[src/rtl/icache_direct_if.sv]
// ----------------------------------------------------------------------------
// icache_direct_if
//   Bundles the instruction-cache bus signals: the fetch-stage side
//   (imemREN/imemaddr -> ihit/imemload) and the memory-control side
//   (iREN/iaddr -> iwait/iload).
//
//   Handshake: the fetch stage holds imemREN/imemaddr and may advance only in
//   a cycle where ihit=1 (imemload is valid in that same cycle). Towards memory
//   control the cache holds iREN=1 with a constant iaddr until a cycle with
//   iwait=0; iload is valid exactly in that cycle. iwait is meaningless while
//   iREN=0.
//
//   Modports:
//     slave  - the cache's view (drives ihit/imemload/iREN/iaddr)
//     master - the environment's view (fetch stage + memory control)
// ----------------------------------------------------------------------------
interface icache_direct_if;
    logic        imemREN;
    logic [31:0] imemaddr;
    logic        ihit;
    logic [31:0] imemload;
    logic        iREN;
    logic [31:0] iaddr;
    logic        iwait;
    logic [31:0] iload;

    modport slave (
        input  imemREN, imemaddr, iwait, iload,
        output ihit, imemload, iREN, iaddr
    );

    modport master (
        output imemREN, imemaddr, iwait, iload,
        input  ihit, imemload, iREN, iaddr
    );
endinterface

[src/rtl/icache_direct.sv]
// ----------------------------------------------------------------------------
// icache_direct
//   Direct-mapped instruction cache with one-word blocks. Hits are served
//   combinationally from a flop-based frame array; a miss captures the
//   word-aligned address and runs a two-state fill FSM that requests the word
//   from memory control for as long as iwait stays high.
//
//   Ports:
//     CLK       - clock, rising edge
//     nRST      - asynchronous active-low reset
//     bus       - icache_direct_if.slave (fetch side + memory-control side)
//     dbg_state - current FSM state (0 = IDLE, 1 = FETCH)
// ----------------------------------------------------------------------------
module icache_direct #(
    parameter int SETS  = 16,
    parameter int IDX_W = $clog2(SETS),
    parameter int TAG_W = 30 - IDX_W
) (
    input  logic                 CLK,
    input  logic                 nRST,
    icache_direct_if.slave       bus,
    output logic                 dbg_state
);

    typedef enum logic {
        IDLE  = 1'b0,
        FETCH = 1'b1
    } state_t;

    state_t             state_q, state_d;
    logic [31:0]        fill_q, fill_d;
    logic [SETS-1:0]    valid_q, valid_d;
    logic [TAG_W-1:0]   tag_q  [SETS];
    logic [31:0]        data_q [SETS];
    logic               wr_en;

    logic [IDX_W-1:0]   req_idx;
    logic [TAG_W-1:0]   req_tag;
    logic [IDX_W-1:0]   fill_idx;
    logic [TAG_W-1:0]   fill_tag;
    logic               hit;

    // Byte-offset bits of the request are not part of the lookup.
    logic               unused_addr_bits;
    assign unused_addr_bits = &{1'b0, bus.imemaddr[1:0]};

    assign req_idx  = bus.imemaddr[IDX_W+1:2];
    assign req_tag  = bus.imemaddr[31:IDX_W+2];
    assign fill_idx = fill_q[IDX_W+1:2];
    assign fill_tag = fill_q[31:IDX_W+2];

    assign hit = bus.imemREN & valid_q[req_idx] & (tag_q[req_idx] == req_tag);

    assign dbg_state = state_q;

    always_comb begin
        state_d      = state_q;
        fill_d       = fill_q;
        valid_d      = valid_q;
        wr_en        = 1'b0;
        bus.ihit     = 1'b0;
        bus.imemload = 32'h0;
        bus.iREN     = 1'b0;
        bus.iaddr    = 32'h0;

        case (state_q)
            IDLE: begin
                if (bus.imemREN) begin
                    if (hit) begin
                        bus.ihit     = 1'b1;
                        bus.imemload = data_q[req_idx];
                    end else begin
                        fill_d  = {bus.imemaddr[31:2], 2'b00};
                        state_d = FETCH;
                    end
                end
            end
            FETCH: begin
                // The request is not cancelled if the fetch stage moves on:
                // memory control may already be mid-access.
                bus.iREN  = 1'b1;
                bus.iaddr = fill_q;
                if (!bus.iwait) begin
                    wr_en             = 1'b1;
                    valid_d[fill_idx] = 1'b1;
                    state_d           = IDLE;
                end
            end
            default: begin
                state_d = IDLE;
            end
        endcase
    end

    always_ff @(posedge CLK or negedge nRST) begin
        if (!nRST) begin
            state_q <= IDLE;
            fill_q  <= 32'h0;
            valid_q <= '0;
        end else begin
            state_q <= state_d;
            fill_q  <= fill_d;
            valid_q <= valid_d;
        end
    end

    // Tag/data need no reset: they are only observed behind a valid bit.
    // wr_en is only ever set in FETCH, which reset forces out of.
    always_ff @(posedge CLK) begin
        if (wr_en) begin
            tag_q[fill_idx]  <= fill_tag;
            data_q[fill_idx] <= bus.iload;
        end
    end

endmodule

[src/flat_wrapper.sv]
// flat-port wrapper written by rule: the top's interface ports become plain ports
module icache_direct_flat 
#(
    parameter int SETS  = 16,
    parameter int IDX_W = $clog2(SETS),
    parameter int TAG_W = 30 - IDX_W
)
  (CLK, nRST, dbg_state, bus_imemREN, bus_imemaddr, bus_iwait, bus_iload, bus_ihit, bus_imemload, bus_iREN, bus_iaddr);
  icache_direct_if bus_i ();
  input  logic CLK;
  input  logic nRST;
  output logic dbg_state;
  input wire logic [$bits(bus_i.imemREN)-1:0] bus_imemREN;
  input wire logic [$bits(bus_i.imemaddr)-1:0] bus_imemaddr;
  input wire logic [$bits(bus_i.iwait)-1:0] bus_iwait;
  input wire logic [$bits(bus_i.iload)-1:0] bus_iload;
  output wire logic [$bits(bus_i.ihit)-1:0] bus_ihit;
  output wire logic [$bits(bus_i.imemload)-1:0] bus_imemload;
  output wire logic [$bits(bus_i.iREN)-1:0] bus_iREN;
  output wire logic [$bits(bus_i.iaddr)-1:0] bus_iaddr;
  assign bus_i.imemREN = bus_imemREN;
  assign bus_i.imemaddr = bus_imemaddr;
  assign bus_i.iwait = bus_iwait;
  assign bus_i.iload = bus_iload;
  assign bus_ihit = bus_i.ihit;
  assign bus_imemload = bus_i.imemload;
  assign bus_iREN = bus_i.iREN;
  assign bus_iaddr = bus_i.iaddr;
  icache_direct #(.SETS(SETS), .IDX_W(IDX_W), .TAG_W(TAG_W)) u_core (.CLK(CLK), .nRST(nRST), .bus(bus_i), .dbg_state(dbg_state));
endmodule
[config.mk]
export PLATFORM = sky130hd
export DESIGN_NAME = icache_direct_flat
export DESIGN_NICKNAME = d
export VERILOG_FILES = /design/src/rtl/icache_direct_if.sv /design/src/rtl/icache_direct.sv /design/src/flat_wrapper.sv
export SDC_FILE = /design/constraint.sdc
export NUM_CORES = 1
export LEC_CHECK = 0
export ABC_AREA = 1
export BUFFER_PORTS_ARGS = -buffer_cell sky130_fd_sc_hd__buf_2
export CAP_MARGIN = 10
export CORE_MARGIN = 10
export CORE_UTILIZATION = 47
export CTS_BUF_LIST = sky130_fd_sc_hd__clkbuf_4 sky130_fd_sc_hd__clkbuf_8
export CTS_CLUSTER_DIAMETER = 200
export DETAILED_ROUTE_END_ITERATION = 16
export HOLD_SLACK_MARGIN = 0.12
export PLACE_DENSITY = 0.71
export SLEW_MARGIN = 20
export SYNTH_ARGS = -nofsm -noshare
export SYNTH_HDL_FRONTEND = slang
export SYNTH_SLANG_ARGS = --single-unit
[constraint.sdc]
create_clock -name CLK -period 3.6 [get_ports CLK]
set_input_delay 0.18 -clock CLK [delete_from_list [all_inputs] [get_ports CLK]]
set_output_delay 0.18 -clock CLK [all_outputs]
set_load 0.03 [all_outputs]
Word-level counts from Yosys, hierarchy flattened
Memories as Yosys holds them, arrays and structs flattened.
Index checks and enable logic that the tools add are counted.
- magnitude comparators: 3
- eq/ne operators: 1
- multiplexer cells: 20
- bitwise gates (word level): 6
- reduce and logical (&&, ||, !) cells: 3
- operator list (operator ; count):
    $mux W32 ; 4
    $eq A26 B26 Y1 ; 1
    $or A16 B16 Y16 ; 1
    $mux W1 ; 13
    $lt A4 B5 Y1 const B ; 2
    $bmux W1 S4 ; 1
    $demux W1 S4 ; 1
    $ge A4 B1 Y1 const B ; 1
    $not A1 Y1 ; 3
    $reduce_and A3 Y1 ; 1
    $and A1 B1 Y1 ; 2
    $pmux W1 S2 ; 1
    $reduce_and A2 Y1 ; 1
    $logic_and A1 B1 Y1 ; 1
- bits in registers: 47
- memory bits (writable): 928
- memories: 2
- memory list (name ; words ; width ; rd ports ; clocked after Yosys merged registers in ; wr ports ; RTL line ; text):
    u_core.data_q ; 16 ; 32 ; 1 ; 0 ; 1 ; icache_direct.sv:34 ; logic [31:0] data_q [SETS];
    u_core.tag_q ; 16 ; 26 ; 1 ; 0 ; 1 ; icache_direct.sv:33 ; logic [TAG_W-1:0] tag_q [SETS];

Depth between registers and ports, before layout
Gate-level depths: netlist of run 1.
- word-level depth: 7
- mapped depth: 20
- gate-level depth less buffers: 17

Worst setup path after synthesis of run 1
OpenSTA, ideal clock, no wires.
- path kind: reg-to-reg
- start point: reg u_core.state_q, in the netlist u_core.dbg_state
- end point: mem u_core.data_q[11][0] (enable)
- arrival: 3.610 ns
- slack: -0.484 ns
- cell stages (with the launch flop): 5
- path buffers: 0
- period minus slack after synthesis: 4.084 ns
- cells stage by stage: dfrtp_1 nand2_1 inv_1 nand3_1 nor2_1
- word-level cells in the longest chain between the ends: 3
- RTL lines (item ; RTL line ; text):
    start, declared ; icache_direct.sv:30 ; state_t state_q, state_d;
    start signal, assigned ; icache_direct.sv:101 ; state_q <= state_d;
    $mux W1 ; icache_direct.sv:66 ; case (state_q)
    $mux W1 ; icache_direct.sv:110 ; if (wr_en) begin
    $mux W1 (not written as such) ; icache_direct.sv:112 ; data_q[fill_idx] <= bus.iload;
    end, declared ; icache_direct.sv:34 ;
Every way passes these cells.

Worst setup path after layout of run 1
- start point: mem u_core.tag_q[4][24] in the netlist's numbering
- end point: out bus_imemload[1]
- word-level cells in the longest chain between the ends: 6
- RTL lines (item ; RTL line ; text):
    start, declared ; icache_direct.sv:33 ;
    $mem_v2 Z16 W26 ; -- ;
    $eq A26 B26 Y1 ; icache_direct.sv:52 ; assign hit = bus.imemREN & valid_q[req_idx] & (tag_q[req_idx] == req_tag);
    $and A1 B1 Y1 ; icache_direct.sv:52 ;
    $mux W32 ; icache_direct.sv:69 ; if (hit) begin
    $mux W32 ; icache_direct.sv:68 ; if (bus.imemREN) begin
    $mux W32 ; icache_direct.sv:66 ;
    end, declared ; flat_wrapper.sv:18 ; output wire logic [$bits(bus_i.imemload)-1:0] bus_imemload;
Every way passes these cells.

==> flow_metrics.tcl, run 1 <==
set metrics [dict create \
    layout-drive-gt1-share_pct 13.7 \
    start_util_pct 47.2 \
    top_layer "met5" \
    wire_per_inst_um 21.4 \
    sw_frac_of_total_pct 24.7 \
    p_int_w 0.0186 \
    arrival_ps 3270 \
    grt_pass1_wl_um 160000 \
    post-route-period-util_pct 95.7 \
    grt_antenna_before_repair 6 \
    cts_buffer_depth 3 \
    rsz0062_at_grt "true" \
    powerDensity_mw_per_mm2 529 \
    hp-class "in2reg" \
    numClockSinks 975 \
    setup_viol 0 \
    dpl.hpwl_um 54100 \
    vias_per_cell 5.56 \
    gr-total-overflow 0 \
    die_area_mm2 0.0974 \
    syn_to_final_growth_pct 16.3 \
    clkTransAtPathRegs_ps 60 \
    met3WireLength_um 9770 \
    fin_tns_setup_ps 0 \
    drc 0 \
    rows 107 \
    rr_worst_depth 15 \
    tightest_slew_ps 1150 \
    crit_required_ps 3420 \
    ys_warn_count 0 \
    grtUsageTotal_pct 21.2 \
    dr.pass1.iters 6 \
    slew_headroom_pct 23.4 \
    fmax_mhz 290 \
    combPwrFrac_pct 8.3 \
    drtAntennaViolNets 0 \
    ys_seq_area_share_pct 72.4 \
    wl_met2_um 50600 \
    slowest_delay_ps 350 \
    clk_latency_ps 830 \
    fp.dieH_um 312 \
    finClkSkew_ps 49.1 \
    crit_top_cell "nand3_1" \
    crit_chain "or2_2, nand3_1, nand3_1, nand3_1, nand3_1, nand2_1, nand2_1, nor2_1, nand3_1, nor2_2, nand2_4, clkbuf_16, a21oi_4, buf_6" \
    fin_crit_ps 3450 \
    drt_iter0_markers 3028 \
    netSwitchingPower_w 0.00609 \
    peakVddDrop_mv 0.354 \
    fin_area_mm2 0.0466 \
    placed_area_mm2 0.0425 \
    crit_path_end_kind "output port" \
    p_clk_share_pct 37.6 \
    ys_seq_elements 975 \
    yosys-top-cells-area "edfxtp_1 (70%), nand2_1 (9.5%), nand3_1 (4.2%)" \
    root_buffer "clkbuf_8" \
    critPathKind "reg2out" \
    p_leak_nw 17.9 \
    grt_start_max_net_pins 103 \
    final_nets 3767 \
    port_buffers 130 \
    cp-start-kind "flip-flop" \
    place.gp.congestion 0.893 \
    pwr-share-seq_pct 54.1 \
    finalMaxSlewViolations 0 \
    die_w_um 312 \
    yosys.area.top_type "edfxtp_1" \
    cts_tree "yes" \
    max_cap_violations 0 \
    slowest_stage "edfxtp_1" \
    hold_depth 6 \
    synth_cells 3435 \
    ios 135 \
    htreeDepth 4 \
    grt_pass1_vias 26600 \
    cp_max_fo 11 \
    synthDistinctLibCells 27 \
    hold_viol 0 \
    drt-met1-wl_um 43000 \
    avgSynthCellArea_um2 11.7 \
    finalPower_w 0.0247 \
    synth_top_area_share_pct 69.5 \
    status "complete, no violations" \
    synth_area_mm2 0.0401 \
    core-area_mm2 0.0849 \
    cts_made_buffers 156 \
    dr_total_vias 27577 \
    finalWirelength_um 106000 \
]
-- flip-flops by register name, indices dropped and copies added, names as in the netlist --
signal / flops
u_core.data_q: 512
u_core.dbg_state: 1
u_core.fill_q: 30
u_core.tag_q: 416
u_core.valid_q: 16
-- power groups by stage --
| stage | clock, W | combinational, W | sequential [W] |
|---|---|---|---|
| after floorplan | 0 | 0.00114 | 0.0134 |
| after global placement | 0 | 0.00184 | 0.0136 |
| after detailed placement | 0 | 0.00188 | 0.0136 |
| after CTS | 0.00941 | 0.00203 | 0.0133 |
| after global routing | 0.00991 | 0.00224 | 0.0134 |
| final | 0.00928 | 0.00205 | 0.0134 |
-- stage by stage --
stage          setup WS [ps]  hold WS (ps)  instances  utilization, %
2_1_floorplan           -484          -116       3436               -
5_1_grt                -22.4           212       4958            54.9
3_5_place_dp             324           360       4587            50.0
6_report                 155           197       4958            54.9
3_3_place_gp             357           364       4587            50.0
4_1_cts                 19.3           122       4953            54.8
-- path summary, 6_finish.rpt --
kind / endpoint / startpoint / slack, ps
max: bus_imemload[1] / u_core.tag_q[4][24]$_DFFE_PP_ / 150
min: u_core.fill_q[25]$_DFFE_PN0P_ / bus_imemREN / 200
max reg2reg: u_core.fill_q[13]$_DFFE_PN0P_ / u_core.tag_q[8][0]$_DFFE_PP_ / 330
min reg2reg: u_core.valid_q[10]$_DFFE_PN0P_ / u_core.valid_q[10]$_DFFE_PN0P_ / 460
max in group asynchronous: u_core.dbg_state$_DFF_PN0_ / nRST / 2480
min in group asynchronous: u_core.fill_q[28]$_DFFE_PN0P_ / nRST / 650
-- cell usage in the layout (no fill, tap or decap), types with 6 or more instances in the layout --
cell type / n
a21oi_1: 239
a21oi_2: 20
a221oi_1: 116
a31oi_1: 6
buf_12: 31
buf_2: 108
buf_4: 68
buf_6: 7
clkbuf_4: 64
clkbuf_8: 165
clkinv_1: 24
clkinv_2: 7
dfrtp_1: 46
dlygate4sd3_1: 97
edfxtp_1: 928
inv_1: 255
inv_8: 10
nand2_1: 1014
nand3_1: 337
nor2_1: 100
nor2_4: 16
o211ai_1: 8
o21ai_0: 93
o31ai_1: 9
-- layout make-up --
| cell class | instances | area, um^2 |
|---|---|---|
| Multi-Input combinational cell | 1988 | 9310 |
| Antenna cell | 4 | 10.0 |
| Tap cell | 1144 | 1430 |
| Inverter | 259 | 996 |
| Fill cell | 6974 | 38200 |
| Sequential cell | 975 | 29000 |
| Clock buffer | 223 | 2700 |
| Timing Repair Buffer | 319 | 2810 |
| Clock inverter | 46 | 338 |
-- worst max-delay path, delay by kind of cell (launching register included) --
kind | cells | cell delay, ps
compound gates | 1 | 190
buf+inv | 2 | 400
simple gates | 11 | 1490
flops | 1 | 350
-- synth_stat cells, drive strengths merged --
library cell,count
o21bai,1
nand4,2
nor2,118
a32oi,3
conb,1
o211ai,8
buf,96
inv,259
a221oi,116
clkbuf,118
or2,6
dfrtp,47
a31oi,6
o31ai,9
nand2,1016
nand3b,4
nand3,338
a21oi,262
o21ai,97
edfxtp,928
-- logic make-up after synthesis --
group,Yosys count,share of synthesized area [%]
AO/OA/AOI/OAI,502,7.71
buffers and inverters,473,4.80
flip-flops,975,72.4
other,1,0.00935
AND/OR/NAND/NOR,1484,15.0
-- layer usage --
| metal | vias to the layer above | global-route usage, % |
|---|---|---|
| met5 | - | 0 |
| met4 | 4 | 7.84 |
| met3 | 211 | 3.88 |
| met2 | 1337 | 34.3 |
| met1 | 13448 | 28.3 |
| li1 | 12577 | - |
-- repair_timing --
action / 4_1_cts / 5_1_grt
hold endpoints to repair: 599 / 0
endpoints found under the setup margin: 2 / 32
buffers inserted: 0 / 0
resized for setup: 2 / 47
hold buffers: 97 / 0
gates cloned: 0 / 1
Power figures use the tool's default switching activity.
==> inputs of run 2 (changes only) <==
==> constraint.sdc (replaced) <==
create_clock -name CLK -period 3.6 [get_ports CLK]
set_input_delay 0.36 -clock CLK [delete_from_list [all_inputs] [get_ports CLK]]
set_output_delay 0.36 -clock CLK [all_outputs]
set_load 0.03 [all_outputs]
==> run 2 against run 1 <==
  * Via count is 1.0% lower
  * Wire length is 0.42% lower
  * Combinational power hardly changed
  * Critical path depth is 1 higher
  * Hold slack better by 3.7 ps
  * Non-clock buffer count is 5 lower
  * Sequential power hardly changed
  * Critical path type unchanged
  * Largest cell class unchanged
  * Highest routed layer unchanged
==> flow_metrics.tcl, run 2 (synthesis gave the netlist of run 1 again) <==
set metrics [dict create \
    status "complete, no violations" \
    numClockSinks 975 \
    core-area_mm2 0.0849 \
    max_cap_violations 0 \
    grt_antenna_before_repair 5 \
    grtUsageTotal_pct 21.1 \
    layout-drive-gt1-share_pct 16.0 \
    hp-class "in2async" \
    post-place-ws_ps 185 \
    setup_viol 0 \
    critPathTopFamily "simple AND/OR/NAND/NOR gates" \
    cts_buffer_depth 3 \
    clkTransAtPathRegs_ps 70 \
    crit_top_cell "nand3_2" \
    sw_frac_of_total_pct 24.8 \
    die_w_um 312 \
    cp_max_fo 6 \
    htreeDepth 4 \
    wire_per_inst_um 21.3 \
    start_util_pct 47.2 \
    grt_pass1_wl_um 158000 \
    place.gp.congestion 0.858 \
    grt_pass1_vias 26342 \
    finalMaxSlewViolations 0 \
    pwr-share-seq_pct 54.1 \
    rows 107 \
    root_buffer "clkbuf_8" \
    p_leak_nw 18.0 \
    final_common_cell "nand2_1" \
    finClkSkew_ps 40.9 \
    peakVddDrop_mv 0.348 \
    final_cell_mix "nand2_1 (994), edfxtp_1 (928), nand3_1 (298), inv_1 (255), a21oi_1 (239)" \
    hold_viol 0 \
    die_area_mm2 0.0974 \
    fin_area_mm2 0.0470 \
    finalWirelength_um 106000 \
    crit_buf_inv 3 \
    placed_area_mm2 0.0427 \
    crit_path_end_kind "output port" \
    r2r-end "u_core.fill_q[7]$_DFFE_PN0P_" \
    drt_iter0_markers 2955 \
    cts_tree "yes" \
    arrival_ps 3120 \
    crit_required_ps 3240 \
    syn_to_final_growth_pct 17.2 \
    r2r_slack_ps 910 \
    slowest_stage "edfxtp_1" \
    cts_made_buffers 156 \
    combPwrFrac_pct 8.2 \
    dr_total_vias 27289 \
    dr.pass1.iters 6 \
    p_int_w 0.0185 \
    rr_worst_depth 17 \
    rsz0062_at_grt "true" \
    fmax_mhz 287 \
    post-route-period-util_pct 96.7 \
    vias_per_cell 5.50 \
    p_clk_share_pct 37.7 \
    tightest_slew_ps 924 \
    cp-start-kind "flip-flop" \
    top_register "u_core.data_q" \
    crit_chain "or2_2, nand3_1, nand3_1, nand3_2, nand3_2, nand2_2, nand2_2, nor2_2, nand3_2, nor2_4, nand2_4, buf_12, buf_12, a21oi_4, buf_6" \
    slew_headroom_pct 38.2 \
    timing.rr.start "u_core.tag_q[8][0]$_DFFE_PP_" \
    critPathKind "reg2out" \
    drtAntennaViolNets 0 \
    ios 135 \
    setup_ws_ps 118 \
    fp.dieH_um 312 \
    clk_latency_ps 830 \
    slowest_delay_ps 370 \
    powerDensity_mw_per_mm2 525 \
    dpl.hpwl_um 54600 \
    reg_top3 "u_core.data_q (512), u_core.tag_q (416), u_core.fill_q (30)" \
    largest_reg_flops 512 \
    fin_crit_ps 3480 \
    netSwitchingPower_w 0.00613 \
    gr-total-overflow 0 \
    grt_start_max_net_pins 113 \
    final_nets 3762 \
    drc 0 \
    port_buffers 130 \
]
-- run 2: timing repair --
item / 4_1_cts / 5_1_grt
endpoints found under the hold margin: 589 / 0
pin swaps: 0 / 16
hold buffers: 66 / 0
endpoints found under the setup margin: 10 / 33
setup buffers: 0 / 8
resized for setup: 10 / 123
gates cloned: 0 / 2
-- run 2: worst max-delay path by stage --
stage                                                end  slack, ps                          start  depth (start not counted)
after floorplan           u_core.data_q[11][0]$_DFFE_PP_       -480     u_core.dbg_state$_DFF_PN0_                          4
after global placement                   bus_imemload[3]        210                bus_imemaddr[2]                         20
after detailed placement                bus_imemload[14]        190                bus_imemaddr[2]                         20
after CTS                               bus_imemload[20]          7   u_core.tag_q[1][7]$_DFFE_PP_                         18
after global routing                    bus_imemload[10]        -60   u_core.tag_q[1][7]$_DFFE_PP_                         18
final                                    bus_imemload[3]        120  u_core.tag_q[4][24]$_DFFE_PP_                         15
-- run 2: routing by layer --
layer / vias to the layer above / track usage [%] / wire (um)
met5: - / 0 / 29
met4: 8 / 8.17 / 2760
met3: 216 / 3.97 / 9350
met2: 1257 / 33.9 / 50500
met1: 13255 / 28.1 / 43000
li1: 12553 / - / -
-- run 2: final cells by class --
| type | count | area [um^2] |
|---|---|---|
| Sequential cell | 975 | 29000 |
| Inverter | 259 | 993 |
| Tap cell | 1144 | 1430 |
| Antenna cell | 1 | 2.50 |
| Clock inverter | 67 | 483 |
| Multi-Input combinational cell | 1988 | 9620 |
| Clock buffer | 212 | 2580 |
| Fill cell | 6964 | 37900 |
| Timing Repair Buffer | 314 | 2830 |
-- run 2: power groups by stage --
stage,registers [W],logic [W],clock network (W)
after floorplan,0.0134,0.00114,0
after global placement,0.0136,0.00186,0
after detailed placement,0.0136,0.00189,0
after CTS,0.0133,0.00196,0.00941
after global routing,0.0134,0.00222,0.00994
final,0.0133,0.00203,0.00931
-- run 2: per-stage QoR --
step                      setup TNS, ps  hold WS [ps]  instances  power (W)  util (%)
after floorplan                 -224750          64.4       3436     0.0146         -
after CTS                             0           158       4949     0.0247      54.7
after global placement                0           340       4604     0.0154      50.3
after detailed placement              0           340       4604     0.0155      50.3
after global routing              -1070           193       4960     0.0255      55.3
final                                 0           200       4960     0.0247      55.3
-- run 2: tightest hold or removal path, delay by kind of cell --
kind	cells	cell delay, ps
buffers and inverters	3	1070
